File: src/rtl/ps2_cmd_sequencer_pkg.sv
// Shared types and byte constants for the PS/2 host command sequencer.
package ps2_cmd_sequencer_pkg;

  localparam logic [7:0] BYTE_ACK       = 8'hFA;
  localparam logic [7:0] BYTE_RESEND    = 8'hFE;
  localparam logic [7:0] BYTE_BAT_OK    = 8'hAA;
  localparam logic [7:0] BYTE_BAT_FAIL  = 8'hFC;
  localparam logic [7:0] BYTE_CMD_RESET = 8'hFF;

  // Receive error flags reported by ps2_controller alongside each byte.
  typedef struct packed {
    logic parity_err;
    logic frame_err;
    logic rx_timeout;
  } flags_t;

  typedef enum logic [1:0] {
    STATUS_OK       = 2'd0,
    STATUS_NACK     = 2'd1,
    STATUS_TIMEOUT  = 2'd2,
    STATUS_BAT_FAIL = 2'd3
  } cmd_status_t;

  typedef enum logic [2:0] {
    S_IDLE     = 3'd0,
    S_SEND     = 3'd1,
    S_WAIT_TX  = 3'd2,
    S_WAIT_ACK = 3'd3,
    S_WAIT_BAT = 3'd4,
    S_FINISH   = 3'd5
  } seq_state_t;

  function automatic logic flags_bad(input flags_t f);
    return |f;
  endfunction

endpackage

File: src/rtl/ps2_cmd_sequencer_if.sv
// Command request/completion handshake and scancode stream between system logic and the sequencer.
interface ps2_cmd_sequencer_if;
  import ps2_cmd_sequencer_pkg::*;

  logic        cmd_valid;
  logic        cmd_ready;
  logic [7:0]  cmd_byte;
  logic        cmd_has_arg;
  logic [7:0]  cmd_arg;
  logic        cmd_done;
  cmd_status_t cmd_status;
  logic        code_valid;
  logic        code_ready;
  logic [7:0]  code_data;
  logic        rx_err;
  logic        overflow;

  modport master (
    output cmd_valid, cmd_byte, cmd_has_arg, cmd_arg, code_ready,
    input  cmd_ready, cmd_done, cmd_status, code_valid, code_data, rx_err, overflow
  );

  modport slave (
    input  cmd_valid, cmd_byte, cmd_has_arg, cmd_arg, code_ready,
    output cmd_ready, cmd_done, cmd_status, code_valid, code_data, rx_err, overflow
  );

endinterface

File: src/rtl/ps2_cmd_sequencer_rx_fifo.sv
// ps2_rx_fifo: byte-wide synchronous FIFO holding forwarded scancodes.
module ps2_rx_fifo #(
  parameter int DEPTH = 8
) (
  input  logic       clk_i,
  input  logic       rst_i,
  input  logic       push_i,
  input  logic [7:0] data_i,
  input  logic       pop_i,
  output logic [7:0] data_o,
  output logic       full_o,
  output logic       empty_o
);

  localparam int AW = $clog2(DEPTH);

  logic [7:0]  mem_q [DEPTH];
  logic [AW:0] wr_ptr_q;
  logic [AW:0] rd_ptr_q;
  logic        wr_en;
  logic        rd_en;

  // Extra pointer bit distinguishes full from empty when the indices match.
  assign empty_o = (wr_ptr_q == rd_ptr_q);
  assign full_o  = (wr_ptr_q[AW] != rd_ptr_q[AW]) &&
                   (wr_ptr_q[AW-1:0] == rd_ptr_q[AW-1:0]);
  assign data_o  = mem_q[rd_ptr_q[AW-1:0]];
  assign wr_en   = push_i && !full_o;
  assign rd_en   = pop_i && !empty_o;

  always_ff @(posedge clk_i) begin
    if (rst_i) begin
      wr_ptr_q <= '0;
      rd_ptr_q <= '0;
    end else begin
      if (wr_en) wr_ptr_q <= wr_ptr_q + (AW+1)'(1);
      if (rd_en) rd_ptr_q <= rd_ptr_q + (AW+1)'(1);
    end
  end

  always_ff @(posedge clk_i) begin
    if (wr_en) mem_q[wr_ptr_q[AW-1:0]] <= data_i;
  end

endmodule

File: src/rtl/ps2_cmd_sequencer.sv
// Host-side PS/2 command sequencer: sends commands, handles ACK/resend/BAT, and
// forwards unsolicited bytes to a scancode FIFO.
module ps2_cmd_sequencer
  import ps2_cmd_sequencer_pkg::*;
#(
  parameter int TIMEOUT_CYCLES = 1_000_000,
  parameter int MAX_RETRIES    = 3,
  parameter int RX_DEPTH       = 8
) (
  input  logic                  clk_i,
  input  logic                  rst_i,
  ps2_cmd_sequencer_if.slave    bus,
  output logic                  ps2_en_o,
  output logic                  ps2_tx_rqst_o,
  output logic [7:0]            ps2_tx_data_o,
  input  logic                  ps2_valid_i,
  input  logic [7:0]            ps2_rx_data_i,
  input  flags_t                ps2_flags_i
);

  localparam int TW = $clog2(TIMEOUT_CYCLES + 1);
  localparam int RW = $clog2(MAX_RETRIES + 2);

  seq_state_t  state_q;
  logic [7:0]  op_q;
  logic [7:0]  arg_q;
  logic        has_arg_q;
  logic        arg_phase_q;
  logic [RW-1:0] retry_q;
  logic [TW-1:0] tmo_q;
  logic        tx_rqst_q;
  logic [7:0]  tx_data_q;
  logic        ready_q;
  logic        done_q;
  cmd_status_t status_q;
  cmd_status_t fin_status_q;
  logic        rx_err_q;
  logic        overflow_q;

  logic        rx_clean;
  logic        rx_bad;
  logic        is_ack;
  logic        is_resend;
  logic        is_bat_ok;
  logic        is_bat_fail;
  logic        push;
  logic        pop;
  logic        fifo_full;
  logic        fifo_empty;
  logic        tmo_hit;
  logic        retry_ok;

  always_comb begin
    rx_clean    = ps2_valid_i && !flags_bad(ps2_flags_i);
    rx_bad      = ps2_valid_i && flags_bad(ps2_flags_i);
    is_ack      = (ps2_rx_data_i == BYTE_ACK);
    is_resend   = (ps2_rx_data_i == BYTE_RESEND);
    is_bat_ok   = (ps2_rx_data_i == BYTE_BAT_OK);
    is_bat_fail = (ps2_rx_data_i == BYTE_BAT_FAIL);
    tmo_hit     = (tmo_q == TW'(TIMEOUT_CYCLES - 1));
    retry_ok    = (retry_q < RW'(MAX_RETRIES));
    push        = 1'b0;
    // Bytes arriving while a tx is in flight belong to an aborted frame and are dropped.
    case (state_q)
      S_IDLE, S_FINISH: push = rx_clean;
      S_WAIT_ACK:       push = rx_clean && !is_ack && !is_resend;
      S_WAIT_BAT:       push = rx_clean && !is_bat_ok && !is_bat_fail;
      default:          push = 1'b0;
    endcase
  end

  assign pop = bus.code_ready && !fifo_empty;

  always_ff @(posedge clk_i) begin
    if (rst_i) begin
      state_q      <= S_IDLE;
      op_q         <= '0;
      arg_q        <= '0;
      has_arg_q    <= 1'b0;
      arg_phase_q  <= 1'b0;
      retry_q      <= '0;
      tmo_q        <= '0;
      tx_rqst_q    <= 1'b0;
      tx_data_q    <= '0;
      ready_q      <= 1'b0;
      done_q       <= 1'b0;
      status_q     <= STATUS_OK;
      fin_status_q <= STATUS_OK;
      rx_err_q     <= 1'b0;
      overflow_q   <= 1'b0;
    end else begin
      tx_rqst_q <= 1'b0;
      done_q    <= 1'b0;
      rx_err_q  <= rx_bad && (state_q != S_WAIT_TX);
      if (push && fifo_full) overflow_q <= 1'b1;

      case (state_q)
        S_IDLE: begin
          if (ready_q && bus.cmd_valid) begin
            op_q        <= bus.cmd_byte;
            arg_q       <= bus.cmd_arg;
            has_arg_q   <= bus.cmd_has_arg;
            arg_phase_q <= 1'b0;
            retry_q     <= '0;
            ready_q     <= 1'b0;
            state_q     <= S_SEND;
          end else begin
            ready_q <= 1'b1;
          end
        end

        S_SEND: begin
          tx_rqst_q <= 1'b1;
          tx_data_q <= arg_phase_q ? arg_q : op_q;
          tmo_q     <= '0;
          state_q   <= S_WAIT_TX;
        end

        S_WAIT_TX: begin
          if (rx_clean) begin
            tmo_q   <= '0;
            state_q <= S_WAIT_ACK;
          end else if (rx_bad) begin
            if (retry_ok) begin
              retry_q <= retry_q + RW'(1);
              state_q <= S_SEND;
            end else begin
              fin_status_q <= STATUS_NACK;
              state_q      <= S_FINISH;
            end
          end else if (tmo_hit) begin
            fin_status_q <= STATUS_TIMEOUT;
            state_q      <= S_FINISH;
          end else begin
            tmo_q <= tmo_q + TW'(1);
          end
        end

        S_WAIT_ACK: begin
          if (rx_clean && is_ack) begin
            if (!arg_phase_q && has_arg_q) begin
              arg_phase_q <= 1'b1;
              retry_q     <= '0;
              state_q     <= S_SEND;
            end else if (op_q == BYTE_CMD_RESET) begin
              tmo_q   <= '0;
              state_q <= S_WAIT_BAT;
            end else begin
              fin_status_q <= STATUS_OK;
              state_q      <= S_FINISH;
            end
          end else if (rx_clean && is_resend) begin
            if (retry_ok) begin
              retry_q <= retry_q + RW'(1);
              state_q <= S_SEND;
            end else begin
              fin_status_q <= STATUS_NACK;
              state_q      <= S_FINISH;
            end
          end else if (tmo_hit) begin
            fin_status_q <= STATUS_TIMEOUT;
            state_q      <= S_FINISH;
          end else begin
            tmo_q <= tmo_q + TW'(1);
          end
        end

        S_WAIT_BAT: begin
          if (rx_clean && is_bat_ok) begin
            fin_status_q <= STATUS_OK;
            state_q      <= S_FINISH;
          end else if (rx_clean && is_bat_fail) begin
            fin_status_q <= STATUS_BAT_FAIL;
            state_q      <= S_FINISH;
          end else if (tmo_hit) begin
            fin_status_q <= STATUS_TIMEOUT;
            state_q      <= S_FINISH;
          end else begin
            tmo_q <= tmo_q + TW'(1);
          end
        end

        S_FINISH: begin
          done_q   <= 1'b1;
          status_q <= fin_status_q;
          ready_q  <= 1'b1;
          state_q  <= S_IDLE;
        end

        default: state_q <= S_IDLE;
      endcase
    end
  end

  ps2_rx_fifo #(.DEPTH(RX_DEPTH)) u_rx_fifo (
    .clk_i   (clk_i),
    .rst_i   (rst_i),
    .push_i  (push),
    .data_i  (ps2_rx_data_i),
    .pop_i   (pop),
    .data_o  (bus.code_data),
    .full_o  (fifo_full),
    .empty_o (fifo_empty)
  );

  // Reset gates the request and ready combinationally so an abort takes effect without waiting an edge.
  assign ps2_en_o       = !rst_i;
  assign ps2_tx_rqst_o  = tx_rqst_q && !rst_i;
  assign ps2_tx_data_o  = tx_data_q;
  assign bus.cmd_ready  = ready_q && !rst_i;
  assign bus.cmd_done   = done_q;
  assign bus.cmd_status = status_q;
  assign bus.code_valid = !fifo_empty;
  assign bus.rx_err     = rx_err_q;
  assign bus.overflow   = overflow_q;

endmodule

File: src/flat_wrapper.sv
// flat-port wrapper written by rule: the top's interface ports become plain ports
module ps2_cmd_sequencer_flat import ps2_cmd_sequencer_pkg::*;
#(
  parameter int TIMEOUT_CYCLES = 1_000_000,
  parameter int MAX_RETRIES    = 3,
  parameter int RX_DEPTH       = 8
)
  (clk_i, rst_i, ps2_en_o, ps2_tx_rqst_o, ps2_tx_data_o, ps2_valid_i, ps2_rx_data_i, ps2_flags_i, bus_cmd_valid, bus_cmd_byte, bus_cmd_has_arg, bus_cmd_arg, bus_code_ready, bus_cmd_ready, bus_cmd_done, bus_cmd_status, bus_code_valid, bus_code_data, bus_rx_err, bus_overflow);
  ps2_cmd_sequencer_if bus_i ();
  input  logic clk_i;
  input  logic rst_i;
  output logic ps2_en_o;
  output logic ps2_tx_rqst_o;
  output logic [7:0] ps2_tx_data_o;
  input  logic ps2_valid_i;
  input  logic [7:0] ps2_rx_data_i;
  input  flags_t ps2_flags_i;
  input wire logic [$bits(bus_i.cmd_valid)-1:0] bus_cmd_valid;
  input wire logic [$bits(bus_i.cmd_byte)-1:0] bus_cmd_byte;
  input wire logic [$bits(bus_i.cmd_has_arg)-1:0] bus_cmd_has_arg;
  input wire logic [$bits(bus_i.cmd_arg)-1:0] bus_cmd_arg;
  input wire logic [$bits(bus_i.code_ready)-1:0] bus_code_ready;
  output wire logic [$bits(bus_i.cmd_ready)-1:0] bus_cmd_ready;
  output wire logic [$bits(bus_i.cmd_done)-1:0] bus_cmd_done;
  output wire logic [$bits(bus_i.cmd_status)-1:0] bus_cmd_status;
  output wire logic [$bits(bus_i.code_valid)-1:0] bus_code_valid;
  output wire logic [$bits(bus_i.code_data)-1:0] bus_code_data;
  output wire logic [$bits(bus_i.rx_err)-1:0] bus_rx_err;
  output wire logic [$bits(bus_i.overflow)-1:0] bus_overflow;
  assign bus_i.cmd_valid = bus_cmd_valid;
  assign bus_i.cmd_byte = bus_cmd_byte;
  assign bus_i.cmd_has_arg = bus_cmd_has_arg;
  assign bus_i.cmd_arg = bus_cmd_arg;
  assign bus_i.code_ready = bus_code_ready;
  assign bus_cmd_ready = bus_i.cmd_ready;
  assign bus_cmd_done = bus_i.cmd_done;
  assign bus_cmd_status = bus_i.cmd_status;
  assign bus_code_valid = bus_i.code_valid;
  assign bus_code_data = bus_i.code_data;
  assign bus_rx_err = bus_i.rx_err;
  assign bus_overflow = bus_i.overflow;
  ps2_cmd_sequencer #(.TIMEOUT_CYCLES(TIMEOUT_CYCLES), .MAX_RETRIES(MAX_RETRIES), .RX_DEPTH(RX_DEPTH)) u_core (.clk_i(clk_i), .rst_i(rst_i), .bus(bus_i), .ps2_en_o(ps2_en_o), .ps2_tx_rqst_o(ps2_tx_rqst_o), .ps2_tx_data_o(ps2_tx_data_o), .ps2_valid_i(ps2_valid_i), .ps2_rx_data_i(ps2_rx_data_i), .ps2_flags_i(ps2_flags_i));
endmodule
File: config.mk
export PLATFORM = sky130hd
export DESIGN_NAME = ps2_cmd_sequencer_flat
export DESIGN_NICKNAME = d
export VERILOG_FILES = /design/src/rtl/ps2_cmd_sequencer_pkg.sv /design/src/rtl/ps2_cmd_sequencer_if.sv /design/src/rtl/ps2_cmd_sequencer_rx_fifo.sv /design/src/rtl/ps2_cmd_sequencer.sv /design/src/flat_wrapper.sv
export SDC_FILE = /design/constraint.sdc
export NUM_CORES = 1
export LEC_CHECK = 0
export CAP_MARGIN = 20
export CORE_AREA = 2 2 81 161
export DETAILED_ROUTE_END_ITERATION = 8
export DIE_AREA = 0 0 83 163
export PLACE_DENSITY = 0.7
export SLEW_MARGIN = 20
export SYNTH_ARGS = -nofsm -noshare
export SYNTH_HDL_FRONTEND = slang
export SYNTH_SLANG_ARGS = --single-unit
File: constraint.sdc
create_clock -name clk_i -period 3.27 [get_ports clk_i]
set_input_delay 0.4905 -clock clk_i [delete_from_list [all_inputs] [get_ports clk_i]]
set_output_delay 0.4905 -clock clk_i [all_outputs]
set_load 0.03 [all_outputs]
# After elaboration in Yosys (flattened, before gate mapping)
# Memory sizes are Yosys's and may differ from the RTL's. A register that Yosys moved wholly into a read port is not among the register bits.
# Index checks and enable logic that the tools add are counted.
[totals] reg_bits=69 latch_bits=0 mem_bits_rw=64 mem_bits_ro=0 in_bits=33 output_inout_bits=25 mem_count=1
[memory_table] memory="u_core.u_rx_fifo.mem_q" depth=8 word_bits=8 read_ports=1 rd_clocked_by_memory_dff=1 write_ports=1 line_no="ps2_cmd_sequencer_rx_fifo.sv:17" rtl="logic [7:0] mem_q [DEPTH];"
[classes] n_addsub=4 n_mul=0 div_mod_pow=0 order_cmp=1 eq_ne=29 shifts=0 muxes=55 bitwise_logic=0 reduce_logical=42
[ops] op="2-to-1 mux 20 bit" count=9
[ops] op="case mux 20 bit (4 select lines)" count=1
[ops] op="2-to-1 mux 3 bit" count=19
[ops] op="equality test 8 bit (second input constant)" count=5
[ops] op="adder 20 x 1 -> 20 bit (second input constant)" count=1
[ops] op="equality test 20 bit (second input constant)" count=1
[ops] op="logical AND 1 bit" count=20
[ops] op="2-to-1 mux 2 bit" count=10
[ops] op="case mux 3 bit (5 select lines)" count=1
[ops] op="inequality test 3 bit (second input constant)" count=4
[ops] op="zero test 1 bit" count=9
[ops] op="2-to-1 mux 1 bit" count=9
[ops] op="inequality test 3 x 2 -> 1 bit (second input constant)" count=3
[ops] op="case mux 3 bit (3 select lines)" count=1
[ops] op="adder 4 x 1 -> 4 bit (second input constant)" count=2
[ops] op="2-to-1 mux 8 bit" count=1
[ops] op="inequality test 2 x 1 -> 1 bit (second input constant)" count=4
[ops] op="AND reduction 4 bit" count=2
[ops] op="AND reduction 7 bit" count=1
[ops] op="equality test 3 x 2 -> 1 bit (second input constant)" count=2
[ops] op="equality test 3 bit (second input constant)" count=2
[ops] op="inequality test 2 bit (second input constant)" count=3
[ops] op="case mux 2 bit (3 select lines)" count=1
[ops] op="AND reduction 6 bit" count=1
[ops] op="other kinds (16)" count=19

# Longest topological paths before layout
# Gate-level depths: netlist of run 1.
[logic_depth] ltp_word=9 depth_mapped=8 depth_no_buf=7

# Modules after synthesis
# A second synthesis of run 1 with hierarchy kept.
[unflattened] hier_cells=598 hier_area_um2=6507.5
[by_module_without_submodules] module="ps2_cmd_sequencer" n_inst=1 cells_each=420 area_per_inst_um2=3340.7 seq_area_each_um2=1221.2
[by_module_without_submodules] module="ps2_rx_fifo" n_inst=1 cells_each=178 area_per_inst_um2=3166.8 seq_area_each_um2=2142.1

# Worst setup path after synthesis of run 1
# OpenSTA, ideal clock, no wires.
[synth_path] path_kind="input -> register" start="input port ps2_flags_i[1] (netlist name)" end="memory u_core.u_rx_fifo.mem_q[0][0], enable pin" setup_ps=395 arrival_ps=2430 path_slack_ps=445 path_stages=6 cell_sequence="or4b_1 buf_2 nor2_1 o21ai_0 clkbuf_1 nor4_1"
[synth_between] elab_chain_cells=9 elab_cells_between_ends=11
[synth_lines] item="start: declaration" line_no="flat_wrapper.sv:17" rtl="input flags_t ps2_flags_i;"
[synth_lines] item="OR reduction 3 bit *" line_no="ps2_cmd_sequencer_pkg.sv:34" rtl="return |f;"
[synth_lines] item="zero test 1 bit *" line_no="ps2_cmd_sequencer.sv:54" rtl="rx_clean = ps2_valid_i && !flags_bad(ps2_flags_i);"
[synth_lines] item="logical AND 1 bit *" line_no="ps2_cmd_sequencer.sv:54"
[synth_lines] item="logical AND 1 bit (on tied branches) (2 in series)" line_no="ps2_cmd_sequencer.sv:67, ps2_cmd_sequencer.sv:66"
[synth_lines] item="case mux 1 bit (3 select lines) *" line_no="ps2_cmd_sequencer.sv:64" rtl="case (state_q)"
[synth_lines] item="logical AND 1 bit *" line_no="ps2_cmd_sequencer_rx_fifo.sv:28" rtl="assign wr_en = push_i && !full_o;"
[synth_lines] item="2-to-1 mux 1 bit *" line_no="ps2_cmd_sequencer_rx_fifo.sv:42" rtl="if (wr_en) mem_q[wr_ptr_q[AW-1:0]] <= data_i;"
[synth_lines] item="2-to-1 mux 1 bit (implied by the code) *" line_no="ps2_cmd_sequencer_rx_fifo.sv:42"
[synth_lines] item="end: declaration" line_no="ps2_cmd_sequencer_rx_fifo.sv:17"
# Every way passes the cells marked *; elsewhere a longest branch is shown, timed or not.

==> results_dict.tcl, run 1 <==
set metrics [dict create \
    coreArea_um2 12400 \
    r2r_start "u_core.state_q[2]$_SDFFE_PP0N_" \
    clk_pin_slew_ns 0.06 \
    dp_hpwl_mm 9.40 \
    tritoncts "yes" \
    track_usage 0.214 \
    cp_max_fo 16 \
    cellPowerDensity_nw_per_um2 600 \
    numCtsBuffers 17 \
    ios 58 \
    antenna_found_initial 0 \
    worstMarginPinSlew_ns 0.805 \
    outcome "finished clean" \
    overflow 0 \
    synth_cell_type_count 60 \
    drv_slew 0 \
    regToRegEndpoint "u_core.u_rx_fifo.mem_q[7][6]$_DFFE_PP_" \
    hold_violations 0 \
    grt_pass1_vias 4405 \
    post-cts-setup-buffers 0 \
    areaGrowthSynthToFinish_pct 24.3 \
    core.rowCount 58 \
    drcViolationCount 0 \
    synth_nets 579 \
    syn-cell-area_um2 6060 \
    cts_hold_buf 0 \
    syn_inst 542 \
    routed_wl_mm 14.0 \
    synth.avg_cell_area_um2 11.2 \
    finClkSkew_ns 0.00851 \
    die-area_um2 13500 \
    min_to "u_core.bus.overflow$_SDFFE_PP0P_" \
    die_y_um 163 \
    fillCellCount 998 \
    cts.sinks 136 \
    rrSetupSlack_ns 0.74 \
    crit_type "register to primary output" \
    ff2ff_path_depth 5 \
    start_util 0.488 \
    grt_max_degree 25 \
    layout_commonest_cell "dfxtp_1" \
    required_ns 2.78 \
    synthTopCellsByArea "edfxtp_1 (32%), dfxtp_1 (24%), mux4_2 (5.9%)" \
    postSynth.asyncResetShare 0 \
    grt_pass1_wl_mm 22.7 \
    gp_congestion 0.885 \
    final.min_clock_period_ns 2.97 \
    portBuffers 57 \
    clock_latency_ns 0.41 \
    antenna_cells 0 \
    p_leak_nw 2.50 \
    yosys_warnings 0 \
    cts_max_level 4 \
    whs_path_depth 2 \
    rsz0062_at_grt "false" \
    via_per_inst 5.82 \
    crit_path_cell_trace "buf_4 -> mux4_2 -> mux2_2 -> clkdlybuf4s50_1" \
    clockRootBuffer "clkbuf_16" \
    path_buf_inv 2 \
    yosysSeqAreaShare 0.555 \
    maxSlewHeadroom 0.461 \
    yosysTopAreaCell "edfxtp_1" \
    cp_slowest_stage_delay_ns 0.59 \
    holdWs_ns 0.446 \
    routed-via-count 4573 \
    worstSetupEndpointType "primary output" \
    ys_seq_elements 136 \
    synth_edf_count 64 \
    fin_nets 661 \
    drtAntennaViolNets 0 \
    clockBufferDepth 2 \
    cp_top_family "buffers and inverters" \
    finalSetupViolCount 0 \
    final.period_utilization 0.907 \
    cts_resized 0 \
    tns_ns 0 \
    drive_gt1_frac 0.157 \
    synth_top_area_share 0.317 \
    startpoint_type "register" \
    worst_ep_arrival_time_ns 2.48 \
    hold_path.class "register to register" \
    min_from "u_core.bus.overflow$_SDFFE_PP0P_" \
    wl_per_cell_um 17.8 \
    final_cell_mix "dfxtp_1 (72), edfxtp_1 (64), clkdlybuf4s50_1 (56)" \
    drt_iter0_markers 369 \
    drv_cap 0 \
    max_freq_ghz 0.337 \
    crit_slowest_cell "clkdlybuf4s50_1" \
    peakVddDrop_mv 0.469 \
    die_x_um 83 \
    drt_pre_antenna_iters 5 \
    yosys_most_used_dff "dfxtp_1" \
]
==> Yosys cell counts, types with 2 or more instances <==
library cell	number
nand3b_1	3
a31oi_1	5
nand2_1	52
o21a_1	3
and3_1	6
inv_1	11
nand4b_1	3
clkbuf_1	21
or3_1	4
nor2b_1	8
dfxtp_1	72
a211oi_1	13
mux2i_1	13
nor4b_1	6
buf_1	3
nor2_1	45
nor4_1	15
nor3_1	15
edfxtp_1	64
a31o_2	2
xor2_1	2
and4_1	3
buf_2	3
mux2_2	8
ha_1	4
mux4_2	16
nand3_1	19
nand4_1	11
a311oi_1	2
a21boi_0	2
o211ai_1	9
and4b_1	2
a21oi_1	37
xnor2_1	17
o21ai_0	18
==> flip-flops by register name (all words and copies together) (netlist names), 3 cells and up, named ones only <==
signal,flops
u_core.u_rx_fifo.wr_ptr_q,4
u_core.retry_q,3
u_core.arg_q,8
u_core.op_q,8
u_core.state_q,3
u_core.u_rx_fifo.mem_q,64
u_core.ps2_tx_data_o,8
u_core.u_rx_fifo.rd_ptr_q,4
u_core.tmo_q,20
==> layer usage <==
layer	wire [µm]	up-vias	track usage
met2	6950	151	0.347
met5	0	-	0
met4	303	0	0.0894
li1	-	2211	-
met1	6160	2183	0.280
met3	597	28	0.0431
==> area by class of cell <==
cell class / instances / area [µm²] / share of cell area
clock buffers: 18 / 429 / 0.0570
clock inverters: 13 / 148 / 0.0196
inverters: 12 / 45.0 / 0.00598
multi-input cells: 366 / 2540 / 0.337
flip-flops and latches: 136 / 3360 / 0.446
well taps: 150 / 188 / 0.0249
repair buffers: 91 / 821 / 0.109
==> where the power goes <==
group	leakage, nW	switching [mW]	internal [mW]
combinational	1.07	0.413	0.305
sequential	1.16	0.0781	1.86
clock	0.275	0.736	1.13
==> cell families (layout without fill, tap and decap cells) <==
logic type,Yosys count,count (layout),share of synthesized area
AO/OA/AOI/OAI,105,105,0.114
XOR/XNOR,19,19,0.0275
adder cells (fa/ha/maj),4,4,0.00826
buffers and inverters,40,134,0.0266
flip-flops,136,136,0.555
multiplexers,37,37,0.0958
AND/OR/NAND/NOR,201,201,0.173
==> how the worst max path moves through the flow <==
stage | start | endpoint | cells past startpoint
2_1_floorplan | ps2_flags_i[1] | u_core.u_rx_fifo.mem_q[0][0]$_DFFE_PP_ | 6
3_3_place_gp | ps2_flags_i[1] | u_core.tmo_q[4]$_SDFFE_PP0P_ | 7
3_5_place_dp | ps2_valid_i | u_core.tmo_q[4]$_SDFFE_PP0P_ | 7
4_1_cts | register | bus_code_data[1] | 4
5_1_grt | register | bus_code_data[1] | 4
6_report | register | bus_code_data[1] | 4
==> tightest hold or removal path, stage by stage (launching register included) <==
cell,delay [ns]
dfxtp_1,0.31
inv_1,0.05
a21oi_1,0.05
==> stage by stage <==
step            util  cells  cell area [µm²]  setup WS (ns)  power, mW
4_1_cts        0.607    786             7530          0.254       4.56
3_3_place_gp   0.561    755             6960          0.278       2.68
2_1_floorplan      -    542             6060          0.445       2.42
6_report       0.607    786             7530          0.304       4.52
3_5_place_dp   0.561    755             6960          0.208       2.69
5_1_grt        0.607    786             7530          0.207       4.70
(Power assumes the default switching activity.)
==> run 2, diff against run 1 <==
--- a/config.mk
+++ b/config.mk
@@ -6,10 +6,14 @@
 export NUM_CORES = 1
 export LEC_CHECK = 0
 export CAP_MARGIN = 20
-export CORE_AREA = 2 2 81 161
+export CELL_PAD_IN_SITES_DETAIL_PLACEMENT = 1
+export CELL_PAD_IN_SITES_GLOBAL_PLACEMENT = 2
+export CORE_AREA = 2 2 88 175
 export DETAILED_ROUTE_END_ITERATION = 8
-export DIE_AREA = 0 0 83 163
-export PLACE_DENSITY = 0.7
+export DIE_AREA = 0 0 90 177
+export DONT_BUFFER_PORTS = 1
+export PLACE_DENSITY_LB_ADDON = 0.1
+export RECOVER_POWER = 50
 export SLEW_MARGIN = 20
 export SYNTH_ARGS = -nofsm -noshare
 export SYNTH_HDL_FRONTEND = slang
==> run 2 against run 1 <==
Against the previous run:
- routed wire length increased by 6.0%
- combinational power down 27%
- highest routed layer unchanged
- clock power rose by 5%
- count of clock-buffer cells in the layout down 1
- non-clock buffer count fell by 68
- via count shrank 6.5%
- utilization decreased by 13 points
==> results_dict.tcl, run 2 (synthesized netlist as in run 1, its figures left out) <==
set metrics [dict create \
    met3_length_um 397 \
    tns_ns 0 \
    drv_slew 0 \
    maxSlewHeadroom 0.457 \
    gp_congestion 0.824 \
    clock_power_share 0.439 \
    drv_cap 0 \
    tritoncts "yes" \
    hold_path.class "primary input to register" \
    cts_hold_buf 0 \
    drcViolationCount 0 \
    wl_met2_mm 8.03 \
    antenna_cells 0 \
    placed_area_um2 6370 \
    p_sw_frac 0.282 \
    wl_per_cell_um 19.4 \
    finalSetupViolCount 0 \
    cts_max_level 4 \
    largest_reg_flops 64 \
    worst_ep_arrival_time_ns 2.05 \
    internal_power_mw 3.21 \
    clk_pin_slew_ns 0.06 \
    drive_gt1_frac 0.151 \
    fin_area_um2 6960 \
    ios 58 \
    final_util 0.474 \
    drt_iter0_markers 149 \
    setup_ws_ns 0.734 \
    total_power_mw 4.48 \
    antenna_found_initial 0 \
    dp_hpwl_mm 10.5 \
    peakVddDrop_mv 0.412 \
    worstSetupEndpointType "primary output" \
    start_util 0.413 \
    layout.cells.non_filler 764 \
    fillCellCount 1615 \
    clock_latency_ns 0.42 \
    fin_nets 593 \
    grt_pass1_wl_mm 24.6 \
    final_cell_mix "dfxtp_1 (72), edfxtp_1 (64), nand2_1 (52)" \
    p_seq_frac 0.444 \
    startpoint_type "register" \
    numCtsBuffers 17 \
    holdWs_ns 0.138 \
    grt_max_degree 55 \
    cts.sinks 136 \
    portBuffers 0 \
    required_ns 2.78 \
    routed_wl_mm 14.8 \
    dpl_worst_slack_ns 0.450 \
    crit_type "register to primary output" \
    rsz0062_at_grt "false" \
    drtAntennaViolNets 0 \
    layout_commonest_cell "dfxtp_1" \
    via_per_inst 5.60 \
    routed-via-count 4276 \
    wl_met1_mm 6.14 \
    cp_max_fo 16 \
    max_freq_ghz 0.394 \
    top_layer "met4" \
    clockRootBuffer "clkbuf_16" \
    overflow 0 \
    die_y_um 177 \
    combPwrFrac 0.117 \
    die-area_um2 15900 \
    areaGrowthSynthToFinish_pct 14.8 \
    clockBufferDepth 2 \
    outcome "finished clean" \
    worstMarginPinSlew_ns 0.808 \
    switchingPower_mw 1.26 \
    post-cts-setup-buffers 0 \
    drt_pre_antenna_iters 4 \
    cts_resized 0 \
    track_usage 0.201 \
    dp_cells 732 \
    p_leak_nw 2.23 \
    cellPowerDensity_nw_per_um2 643 \
    die_x_um 90 \
    hold_violations 0 \
    core.rowCount 63 \
    coreArea_um2 14700 \
    final.period_utilization 0.776 \
    grt_pass1_vias 4593 \
    finClkSkew_ns 0.00904 \
    final.min_clock_period_ns 2.54 \
]
[run 2: changes by cell type in the layout (fill, tap and decap cells not counted), sizes merged]
| cell | delta |
|---|---|
| clkinv | -2 |
| clkbuf | +3 |
| clkinvlp | -1 |
| inv | +5 |
| buf | -16 |
| clkdlybuf4s50 | -56 |
[run 2: final cells by class]
type,count,area (µm²),area share
clock buffers,17,425,0.0612
clock inverters,15,181,0.0261
well taps,195,244,0.0351
inverters,12,45.0,0.00647
repair buffers,23,158,0.0227
multi-input cells,366,2540,0.365
flip-flops and latches,136,3360,0.483
[run 2: power by group through the flow]
stage                     clock [mW]  sequential (mW)  combinational [mW]
final                           1.96             1.99               0.524
after global routing            2.08             2.00               0.598
after CTS                       2.01             1.99               0.544
after detailed placement           0             2.03               0.539
after global placement             0             2.03               0.531
after floorplan                    0             1.99               0.432
[run 2: final timing paths]
path	from	endpoint	slack, ns	cells after the start
setup / recovery	register	bus_code_data[1]	0.73	2
hold / removal	rst_i	u_core.tmo_q[10]$_SDFFE_PP0P_	0.14	1
setup reg to reg	u_core.state_q[1]$_SDFFE_PP0N_	u_core.tmo_q[13]$_SDFFE_PP0P_	0.77	7
hold reg to reg	u_core.arg_q[1]$_SDFFE_PP0P_	u_core.arg_q[1]$_SDFFE_PP0P_	0.45	2
[run 2: worst max-delay path, cell delays in order (launching register included)]
cell and delay (ns):
dfxtp_1 0.82, mux4_2 0.43, mux2_2 0.37
[run 2: metal layers]
| layer | vias up | GRT usage |
|---|---|---|
| met4 | 0 | 0.0833 |
| met1 | 2119 | 0.225 |
| met5 | - | 0 |
| met3 | 15 | 0.0490 |
| li1 | 2082 | - |
| met2 | 60 | 0.363 |
==> edit 1, RTL diff (settings of run 1) <==
`TIMEOUT_CYCLES` is set to 1_000_000 in 2 places; all go to 2_000_000.
--- a/src/rtl/ps2_cmd_sequencer.sv
+++ b/src/rtl/ps2_cmd_sequencer.sv
@@ -3,7 +3,7 @@
 module ps2_cmd_sequencer
   import ps2_cmd_sequencer_pkg::*;
 #(
-  parameter int TIMEOUT_CYCLES = 1_000_000,
+  parameter int TIMEOUT_CYCLES = 2_000_000,
   parameter int MAX_RETRIES    = 3,
   parameter int RX_DEPTH       = 8
 ) (
--- a/src/flat_wrapper.sv
+++ b/src/flat_wrapper.sv
@@ -1,7 +1,7 @@
 // flat-port wrapper written by rule: the top's interface ports become plain ports
 module ps2_cmd_sequencer_flat import ps2_cmd_sequencer_pkg::*;
 #(
-  parameter int TIMEOUT_CYCLES = 1_000_000,
+  parameter int TIMEOUT_CYCLES = 2_000_000,
   parameter int MAX_RETRIES    = 3,
   parameter int RX_DEPTH       = 8
 )
Formal check against the unedited RTL: same outputs for any inputs over 4 cycles, from zero or initial values and one cycle with rst_i high; that may be too few to reach the edited logic, so the function may still have changed.
==> edit 1 against run 1 <==
- clock skew is 0.0018 ns lower
- wire length is 1.9% higher
- non-clock buffer count is 3 higher
- sequential cell count is 1 higher
- design area is 1.2% higher
- worst hold slack better by 0.0072 ns
- core utilization is 0.75 points higher
- power is 11% lower
- worst setup slack worse by 0.057 ns
- synthesized area is 0.91% higher
- global-route usage is 0.32 points higher
- highest routed layer unchanged
==> edit 1: results (changes against run 1) <==
metric,value,unit,change
final WL,14.3,mm,+1.9%
first-pass GRT wire length,23.1,mm,+2.0%
placed cells,774,,+2.5%
share of cells above drive strength 1,0.172,,+0.0150
Total GRT Usage,0.217,,+0.00321
"Reg clk slew, reported paths",0.06,ns,about the same
GRT overflow,0,,unchanged
number of global-route vias before repair,4505,,+2.3%
Leak Pwr,2.48,nW,-0.63%
Initial DRC Count,512,,+39%
Synth Area in XOR/XNOR,0.0244,,-0.00311
Slew HR,0.341,,-0.120
Adder-Cell Fraction of Synth Area,0.00818,,-0.0000744
RePlAce Congestion,0.939,,+6.2%
compound-gate portion of the synthesized area,0.111,,-0.00328
Worst EP arrival,2.53,ns,+0.05 ns
main combinational cell family by area after synthesis,simple AND/OR/NAND/NOR gates,,
FILL cells,1010,,+1.2%
skew final,0.00676,ns,-0.00176 ns
Peak VDD IR,0.382,mV,-18%
pre-CTS setup slack,-0.136,ns,-0.344 ns
max incr delay on CP,0.61,ns,+0.02 ns
post-synthesis sequential area ratio,0.553,,-0.00172
WL per Instance,17.7,µm,-0.66%
status,finished clean,,
Vias,4822,,+5.4%
dpl cell area,7050,µm²,+1.4%
Syn Inst Count,561,,+3.5%
Sw Pwr,1.04,mW,-15%
Synth cell types,61,,+1.7%
post-synthesis mux area share,0.0952,,-0.000658
synth top area cells,"edfxtp_1 31%, dfxtp_1 24%, mux4_2 5.9%, nand2_1 4.1%, a21oi_1 3.6%",,
[edit 1: path summary, 6_finish.rpt]
check,start,to,slack (ns),cells after the start
worst max-delay path,register,bus_code_data[2],0.25,4
worst min-delay path,u_core.arg_q[2],u_core.arg_q[2],0.45,2
worst max register to register,u_core.op_q[3],u_core.tmo_q[16],0.64,6
worst min register to register,u_core.arg_q[2],u_core.arg_q[2],0.45,2
[edit 1: critical path, delay by kind of cell, from the launching register on]
kind | cells | cell delay (ns)
buf+inv | 2 | 0.92
mux | 2 | 0.88
flops | 1 | 0.31
[edit 1: layout make-up]
class,count,area (µm²),area share
multi-input cells,385,2620,0.344
repair buffers,94,843,0.111
flip-flops and latches,137,3380,0.444
inverters,8,30.0,0.00394
clock buffers,17,425,0.0558
well taps,150,188,0.0246
clock inverters,15,135,0.0177
[edit 1: cells by family after synthesis]
kind of cell               after synthesis
and+or+nand+nor                        220
DFF                                    137
AOI/OAI and AO/OA                      107
buffers and inverters                   39
muxes                                   37
xor gates and xnor gates                17
adders and majority gates                4
[edit 1: layer usage]
metal | wire length, µm | track usage | part of all wire
met4 | 252 | 0.0790 | 0.018
met3 | 629 | 0.0400 | 0.044
met5 | 0 | 0 | 0
met2 | 7010 | 0.349 | 0.49
met1 | 6380 | 0.294 | 0.45
[edit 1: power by group through the flow]
| stage | Combinational (mW) | Clock [mW] | Sequential [mW] |
|---|---|---|---|
| detailed placement | 0.379 | 0 | 1.89 |
| floorplan | 0.197 | 0 | 1.91 |
| CTS | 0.382 | 1.83 | 1.86 |
| global placement | 0.375 | 0 | 1.89 |
| finish | 0.381 | 1.80 | 1.86 |
| global route | 0.414 | 1.89 | 1.86 |
==> edit 2, RTL diff (flow settings as in run 1) <==
Without the edit above. Re-encode `seq_state_t` (6 states) as Gray code, 3 bits wide.
--- a/src/rtl/ps2_cmd_sequencer_pkg.sv
+++ b/src/rtl/ps2_cmd_sequencer_pkg.sv
@@ -22,12 +22,12 @@
   } cmd_status_t;
 
   typedef enum logic [2:0] {
-    S_IDLE     = 3'd0,
-    S_SEND     = 3'd1,
-    S_WAIT_TX  = 3'd2,
-    S_WAIT_ACK = 3'd3,
-    S_WAIT_BAT = 3'd4,
-    S_FINISH   = 3'd5
+    S_IDLE     = 3'b000,
+    S_SEND     = 3'b001,
+    S_WAIT_TX  = 3'b011,
+    S_WAIT_ACK = 3'b010,
+    S_WAIT_BAT = 3'b110,
+    S_FINISH   = 3'b111
   } seq_state_t;
 
   function automatic logic flags_bad(input flags_t f);
Behaviour: no difference found for any inputs over 4 cycles, from zero or initial values and one cycle with rst_i high; so few cycles prove little.
==> edit 2 against run 1 <==
- clock skew decreased by 0.00064 ns
- sequential cell count unchanged
- design area increased by 1.0%
- global-route usage decreased by 0.61 points
- highest routed layer unchanged
- synthesized area increased by 0.97%
- worst setup slack got worse by 0.024 ns
- power decreased by 5.1%
- synthesized cell count increased by 3.0%
- wire length decreased by 4.4%
- non-clock buffer count unchanged
- sequential power decreased by 5%
- largest power group is now the clock network
- critical endpoint is now bus_code_data[0]
==> edit 2: results (changes against run 1) <==
metric,value,unit,change
status,finished clean,,
pre-CTS setup slack,0.248,ns,+0.0400 ns
Non-Filler Instances,797,,+1.4%
Total GRT Usage,0.208,,-0.00611
skew final,0.00788,ns,-0.000635 ns
placed cells,765,,+1.3%
Synth top cells by count,"72 x dfxtp_1, 64 x edfxtp_1, 57 x nor2_1",,
Leak Pwr,2.57,nW,+2.8%
Peak VDD IR,0.598,mV,+28%
first-pass GRT wire length,22.3,mm,-1.5%
post-synthesis sequential area ratio,0.550,,-0.00533
critical hold path startpoint,rst_i,,
multi-input gate share of total cell area,0.339,,+0.00155
largest net degree at the start of global routing,58,,+130%
H-tree levels,4,,unchanged
r2r startpoint,u_core.state_q[0],,
hold_ws,0.343,ns,-0.103 ns
syn_nets,595,,+2.8%
Post-CTS Setup Inserts,0,,unchanged
Hold EP,u_core.bus.cmd_status[1],,
depth of the most critical reg-to-reg path,6,,+1
"FFs w/ async S/R, synth",0,,unchanged
Hold Path Class,input pin to register,,
area taken by multi-input logic gates,2580,µm²,+1.5%
syn avg cell area,11.0,µm²,-1.9%
Mapped Area,6120,µm²,+0.97%
FF-to-FF End,u_core.tmo_q[18],,
inverters,9,,-3
worst slew pin tran,0.706,ns,-0.0993 ns
Seq area share,0.442,,-0.00448
Initial DRC Count,251,,-32%
Nets,671,,+1.5%
number of global-route vias before repair,4370,,-0.79%
setup ws final,0.280,ns,-0.0236 ns
dpl cell area,6980,µm²,+0.38%
comb_multi_in,379,,+3.6%
clk cell area share,0.0824,,+0.00581
share of cells above drive strength 1,0.156,,-0.00113
Worst EP arrival,2.50,ns,+0.02 ns
Vias,4551,,-0.48%
"setup slack, reg-to-reg",0.78,ns,+0.04 ns
FILL cells,975,,-2.3%
RePlAce Congestion,0.853,,-3.6%
synth top area cells,"edfxtp_1 31%, dfxtp_1 24%, mux4_2 5.9%, nor2_1 3.5%, nand2_1 3.4%",,
"Reg clk slew, reported paths",0.06,ns,about the same
Max Root-Sink Buffers,2,,unchanged
# diodes,0,,unchanged
crit path kind,register to output pin,,
dpl hpwl,9.08,mm,-3.4%
CLK BUF,20,,+2
Worst Setup EP,bus_code_data[0],,
fraction of area in non-clock buffers,0.108,,-0.00109
WL per Instance,16.8,µm,-5.7%
Sw Pwr,995,µW,-19%
edit 2: worst max-delay path: cells and delay by family, from the launching register on:
family | cells | cell delay (ns)
muxes | 2 | 0.86
DFF | 1 | 0.31
buffers and inverters | 2 | 0.91
edit 2: power groups by stage:
stage | Sequential, mW | Clock (mW) | Combinational, mW
3_5_place_dp | 1.89 | 0 | 0.404
2_1_floorplan | 1.90 | 0 | 0.233
3_3_place_gp | 1.89 | 0 | 0.399
6_report | 1.85 | 2.03 | 0.403
4_1_cts | 1.85 | 2.06 | 0.407
5_1_grt | 1.86 | 2.14 | 0.439
edit 2: cell families after synthesis:
group | synth area share
AOI/OAI and AO/OA | 0.103
adders and majority gates | 0.00818
xor gates and xnor gates | 0.0229
muxes | 0.100
and+or+nand+nor | 0.187
DFF | 0.550
buffers and inverters | 0.0290
edit 2: layer usage:
metal  global-route usage  share of wire
met5                    0              0
met4               0.0596          0.014
met3               0.0598          0.059
met2                0.331           0.48
met1                0.277           0.45
